**src/rtl/cpu_pkg.sv**
```systemverilog
// Shared definitions for the memory-port arbiter.
//   mem_owner_t          : which requester owns the read response due next cycle
//   DEFAULT_STARVE_LIMIT : default number of host denials before a forced host grant
//   STARVE_COUNT_WIDTH   : counter width, wide enough for the largest legal limit (15)
package cpu_pkg;

    localparam int unsigned DEFAULT_STARVE_LIMIT = 4;
    localparam int unsigned STARVE_COUNT_WIDTH   = 4;

    typedef enum logic [1:0] {
        NONE    = 2'd0,
        CPU_RD  = 2'd1,
        HOST_RD = 2'd2
    } mem_owner_t;

endpackage

```
**src/rtl/starve_counter.sv**
```systemverilog
// Saturating starvation counter for the host requester.
//   clock   : rising-edge clock
//   reset   : synchronous active-high reset, clears the count
//   inc     : host was denied this cycle
//   clear   : host was granted or is not requesting; has priority over inc
//   atLimit : count has reached LIMIT, the next host request must be granted
module starve_counter
    import cpu_pkg::*;
#(
    parameter int unsigned LIMIT = DEFAULT_STARVE_LIMIT
) (
    input  logic clock,
    input  logic reset,
    input  logic inc,
    input  logic clear,
    output logic atLimit
);

    localparam logic [STARVE_COUNT_WIDTH-1:0] LimitValue = STARVE_COUNT_WIDTH'(LIMIT);

    logic [STARVE_COUNT_WIDTH-1:0] countQ;
    logic [STARVE_COUNT_WIDTH-1:0] countD;

    always_comb begin
        countD = countQ;
        if (clear) begin
            countD = '0;
        end else if (inc && (countQ != LimitValue)) begin
            countD = countQ + 1'b1;
        end
    end

    always_ff @(posedge clock) begin
        if (reset) begin
            countQ <= '0;
        end else begin
            countQ <= countD;
        end
    end

    assign atLimit = (countQ == LimitValue);

endmodule

```
**src/rtl/mem_port_arbiter.sv**
```systemverilog
// Arbitrates one single-port memory between the CPU memory stage and a host loader.
// CPU has priority unless the host has been denied STARVE_LIMIT cycles in a row, in
// which case the host wins for exactly one cycle. Reads return one cycle after grant.
//   clock, reset                          : clock and synchronous active-high reset
//   cpuReq/cpuWrite/cpuAddress/cpuWriteData: CPU request (level, sampled each cycle)
//   cpuStall                              : CPU request not granted this cycle
//   cpuReadData/cpuReadValid              : CPU load response (one-cycle pulse)
//   hostValid/hostWrite/hostAddress/hostWriteData : host request, valid/ready handshake
//   hostReady                             : host request accepted this cycle
//   hostReadData/hostReadValid            : host read response (one-cycle pulse)
//   memWriteEnable/memAddress/memWriteData: memory port command
//   memReadData                           : memory read data, one cycle after address
module mem_port_arbiter
    import cpu_pkg::*;
#(
    parameter int unsigned DATA_WIDTH    = 48,
    parameter int unsigned ADDRESS_WIDTH = 48,
    parameter int unsigned STARVE_LIMIT  = DEFAULT_STARVE_LIMIT
) (
    input  logic                     clock,
    input  logic                     reset,
    input  logic                     cpuReq,
    input  logic                     cpuWrite,
    input  logic [ADDRESS_WIDTH-1:0] cpuAddress,
    input  logic [DATA_WIDTH-1:0]    cpuWriteData,
    output logic                     cpuStall,
    output logic [DATA_WIDTH-1:0]    cpuReadData,
    output logic                     cpuReadValid,
    input  logic                     hostValid,
    output logic                     hostReady,
    input  logic                     hostWrite,
    input  logic [ADDRESS_WIDTH-1:0] hostAddress,
    input  logic [DATA_WIDTH-1:0]    hostWriteData,
    output logic [DATA_WIDTH-1:0]    hostReadData,
    output logic                     hostReadValid,
    output logic                     memWriteEnable,
    output logic [ADDRESS_WIDTH-1:0] memAddress,
    output logic [DATA_WIDTH-1:0]    memWriteData,
    input  logic [DATA_WIDTH-1:0]    memReadData
);

    logic       hostGrant;
    logic       cpuGrant;
    logic       starveAtLimit;
    mem_owner_t ownerQ;
    mem_owner_t ownerD;

    starve_counter #(
        .LIMIT(STARVE_LIMIT)
    ) u_starve_counter (
        .clock  (clock),
        .reset  (reset),
        .inc    (hostValid && !hostGrant),
        .clear  (hostGrant || !hostValid),
        .atLimit(starveAtLimit)
    );

    // Grant decision; nothing is granted while reset is held.
    always_comb begin
        hostGrant = 1'b0;
        cpuGrant  = 1'b0;
        if (!reset) begin
            if (hostValid && (!cpuReq || starveAtLimit)) begin
                hostGrant = 1'b1;
            end else if (cpuReq) begin
                cpuGrant = 1'b1;
            end
        end
    end

    // Owner register: records whose read is in flight.
    always_ff @(posedge clock) begin
        if (reset) begin
            ownerQ <= NONE;
        end else begin
            ownerQ <= ownerD;
        end
    end

    always_comb begin
        ownerD = NONE;
        if (cpuGrant && !cpuWrite) begin
            ownerD = CPU_RD;
        end else if (hostGrant && !hostWrite) begin
            ownerD = HOST_RD;
        end
    end

    // Outputs: memory command, handshakes and response routing.
    always_comb begin
        memWriteEnable = 1'b0;
        memAddress     = '0;
        memWriteData   = '0;
        if (cpuGrant) begin
            memWriteEnable = cpuWrite;
            memAddress     = cpuAddress;
            memWriteData   = cpuWriteData;
        end else if (hostGrant) begin
            memWriteEnable = hostWrite;
            memAddress     = hostAddress;
            memWriteData   = hostWriteData;
        end

        cpuStall  = cpuReq && !cpuGrant;
        hostReady = hostGrant;

        // Gating with reset drops a response whose slot coincides with a reset cycle.
        cpuReadValid  = 1'b0;
        cpuReadData   = '0;
        hostReadValid = 1'b0;
        hostReadData  = '0;
        if (!reset) begin
            unique case (ownerQ)
                CPU_RD: begin
                    cpuReadValid = 1'b1;
                    cpuReadData  = memReadData;
                end
                HOST_RD: begin
                    hostReadValid = 1'b1;
                    hostReadData  = memReadData;
                end
                default: ;
            endcase
        end
    end

endmodule

```
**config.mk**
```make
export PLATFORM = sky130hd
export DESIGN_NAME = mem_port_arbiter
export DESIGN_NICKNAME = d
export VERILOG_FILES = /design/src/rtl/cpu_pkg.sv /design/src/rtl/starve_counter.sv /design/src/rtl/mem_port_arbiter.sv
export SDC_FILE = /design/constraint.sdc
export NUM_CORES = 1
export LEC_CHECK = 0
export CAP_MARGIN = 25
export CORE_AREA = 2 2 173 175
export DETAILED_ROUTE_END_ITERATION = 8
export DIE_AREA = 0 0 175 177
export DONT_BUFFER_PORTS = 1
export PLACE_DENSITY_LB_ADDON = 0.08
export SYNTH_ARGS = -nofsm -noshare
export SYNTH_HDL_FRONTEND = slang
export SYNTH_SLANG_ARGS = --single-unit
```
**constraint.sdc**
```tcl
create_clock -name clock -period 3 [get_ports clock]
set_input_delay 0.3 -clock clock [delete_from_list [all_inputs] [get_ports clock]]
set_output_delay 0.3 -clock clock [all_outputs]
set_load 0.02 [all_outputs]
```
==> metrics.md <==
| Metric | Value |
|---|---|
| Clock Skews | 0.000550 ns |
| Height of the die | 177 µm |
| Synth cell types | 20 |
| Max-cap violations | 0 |
| Syn_nets | 502 |
| CP required | 2.70 ns |
| Slew margin rel. | 0.611 |
| Global router's overall resource usage | 0.0988 |
| Minimum clock period | 2.46 ns |
| CTS tree | done |
| Avg WL per Cell | 27.1 µm |
| DRC violations left | 0 |
| Synth warn | 0 |
| Async set or reset register ratio after synthesis | 0 |
| Syn Std Cell Area | 0.00188 mm² |
| Initial Util | 0.0644 |
| P_leak | 0.812 nW |
| Worst min-delay path class | in -> reg |
| Register area share after synthesis | 0.0638 |
| Crit Path Category | reg -> out |
| Largest net degree at the start of global routing | 65 |
| Post-DP HPWL | 15500 µm |
| Post-synth top area cell | a22o_1 |
| Setup Fix Bufs, Post-CTS | 0 |
| Slew of the pin with the lowest slew margin | 0.583 ns |
| Most common cell after layout, fill and taps aside | a22o_1 |
| Clk_lat worst skew | 0.23 ns |
| Overall power | 0.610 mW |
| Die area | 0.0310 mm² |
| Status | complete, no violations |
| Initial antenna violation count | 4 |
| # nets final | 482 |
| Drt total wl | 17000 µm |
| Hold EP | ownerQ[1] |
| Dominant synthesized flop cell | dfxtp_1 |
| TritonRoute pass-1 iters | 4 |
| Setup crit end kind | output pin |
| Area Overhead vs Synth | 26.6% |
| Core area | 0.0292 mm² |
| FF-to-FF setup slack | 1.30 ns |
| CP Max Fanout | 35 |
| Fin Setup TNS | 0 ns |
| Yosys reg bits | 6 |
| R2R Path End | ownerQ[0] |
| Final setup vio count | 0 |
| Clock buffer count from CTS | 3 |
| Hold Buf Count CTS | 0 |
| Syn_area_per_cell | 7.41 µm² |
| Power per cell area | 256 mW/mm² |
| Die width | 175 µm |
| FP Rows | 63 |
| Hold depth | 1 |
| Post-route ant nets | 0 |
| Crit start category | flip-flop |
| 1st-iter DRT viols | 91 |
| CTS root buffer | clkbuf_16 |
| Most frequent cells in the layout | a22o_1, and2_1, dfxtp_1, inv_1, buf_4 |
| I/O Buffers | 0 |
| Final hold vios | 0 |
| Synth top area cells | a22o_1, and2_1, dfxtp_1, buf_2, clkbuf_1 |
| Final worst path period share | 0.819 |
| Layout cells sized above 1 | 0.0560 |
| Drt via density | 3.55 |
| Reg clk slew, reported paths | 0.03 ns |
| Fmax achieved | 0.407 GHz |
| Arrival time worst endpoint | 2.16 ns |
| Reg2reg path depth | 6 |
| Total grt overflow | 0 |
| Longest Clk Path Bufs | 2 |
| Area fraction of the dominant cell type after synthesis | 0.451 |
| CTS sink count | 6 |
| H-tree Lvls | 1 |
| Top-level port count | 443 |
| Cells after Synth | 254 |
| Beginning of the worst hold path | hostWrite |
| RePlAce Congestion | 0.787 |
| Via count | 2227 |
| Vias in the first global route | 2178 |
| Peak VDD IR | 0.0000774 V |
| EDFF count, synth | 0 |
| Final max-slew violation count | 0 |
| First-pass GRT wire length | 20700 µm |
| Reg2reg start | u_starve_counter.countQ[0] |
| RSZ-0062 raised after global routing | no |
| CTS resizes | 0 |
[worst max-delay path, cell delays in order (launching register included)]
cell and delay, ns:
dfxtp_1 0.36, inv_1 0.06, ha_1 0.19, nand3b_1 0.20, o211a_4 0.21, buf_4 0.38, a22o_1 0.49
[synth_stat cells, types with 2 or more instances]
| cell type | n |
|---|---|
| dfxtp_1 | 6 |
| buf_2 | 17 |
| inv_1 | 5 |
| nor3b_1 | 2 |
| buf_6 | 2 |
| nor2b_1 | 3 |
| nor3_1 | 4 |
| a22o_1 | 97 |
| clkbuf_1 | 11 |
| ha_1 | 2 |
| and2_1 | 96 |
[final cells by class]
class	instances	area (µm²)
diodes	5	12.5
flip-flops and latches	6	120
multi-input cells	212	1610
inverters	5	18.8
well taps	390	488
fillers	3445	26900
repair buffers	6	57.6
clock buffers	3	75.1
[layer usage]
layer,up-vias,GRT usage,wire (µm)
li1,895,-,-
met1,1051,0.0875,5290
met2,267,0.205,9460
met3,14,0.0361,1910
met4,0,0.0285,359
met5,-,0,0
[sequential cells by signal (all words and copies together) (netlist names)]
| name | flops |
|---|---|
| u_starve_counter.countQ | 4 |
| ownerQ | 2 |
[how the worst max path moves through the flow]
stage | from | endpoint | slack [ns]
final | u_starve_counter.countQ[0] | memWriteData[3] | 0.54
after global routing | u_starve_counter.countQ[0] | memWriteData[3] | 0.37
after CTS | u_starve_counter.countQ[0] | memWriteData[3] | 0.45
after detailed placement | u_starve_counter.countQ[0] | memWriteData[3] | 0.70
after global placement | u_starve_counter.countQ[0] | memWriteData[3] | 0.72
after floorplan | u_starve_counter.countQ[0] | memWriteData[35] | 1.14
[power by group]
| part | internal (mW) | switching [mW] | leakage [nW] |
|---|---|---|---|
| combinational | 0.0804 | 0.232 | 0.727 |
| clock | 0.171 | 0.0438 | 0.0370 |
| sequential | 0.0819 | 0.00117 | 0.0487 |
| total | 0.333 | 0.277 | 0.812 |
[kinds of logic after synthesis]
logic type,share of synthesized area
DFF,0.0638
xor gates and xnor gates,0.00930
buffers and inverters,0.0930
AOI/OAI and AO/OA,0.461
adders and majority gates,0.0133
and+or+nand+nor,0.359
[stage by stage]
stage	cells	hold slack (ns)	setup WS, ns	cell area, µm²	utilization
floorplan	254	0.372	1.14	1880	-
global placement	619	0.386	0.719	2300	0.0786
detailed placement	619	0.384	0.699	2300	0.0786
CTS	622	0.144	0.455	2370	0.0811
global route	627	0.142	0.370	2380	0.0815
finish	627	0.145	0.544	2380	0.0815
Note: power is estimated with default switching activity, not from simulation.
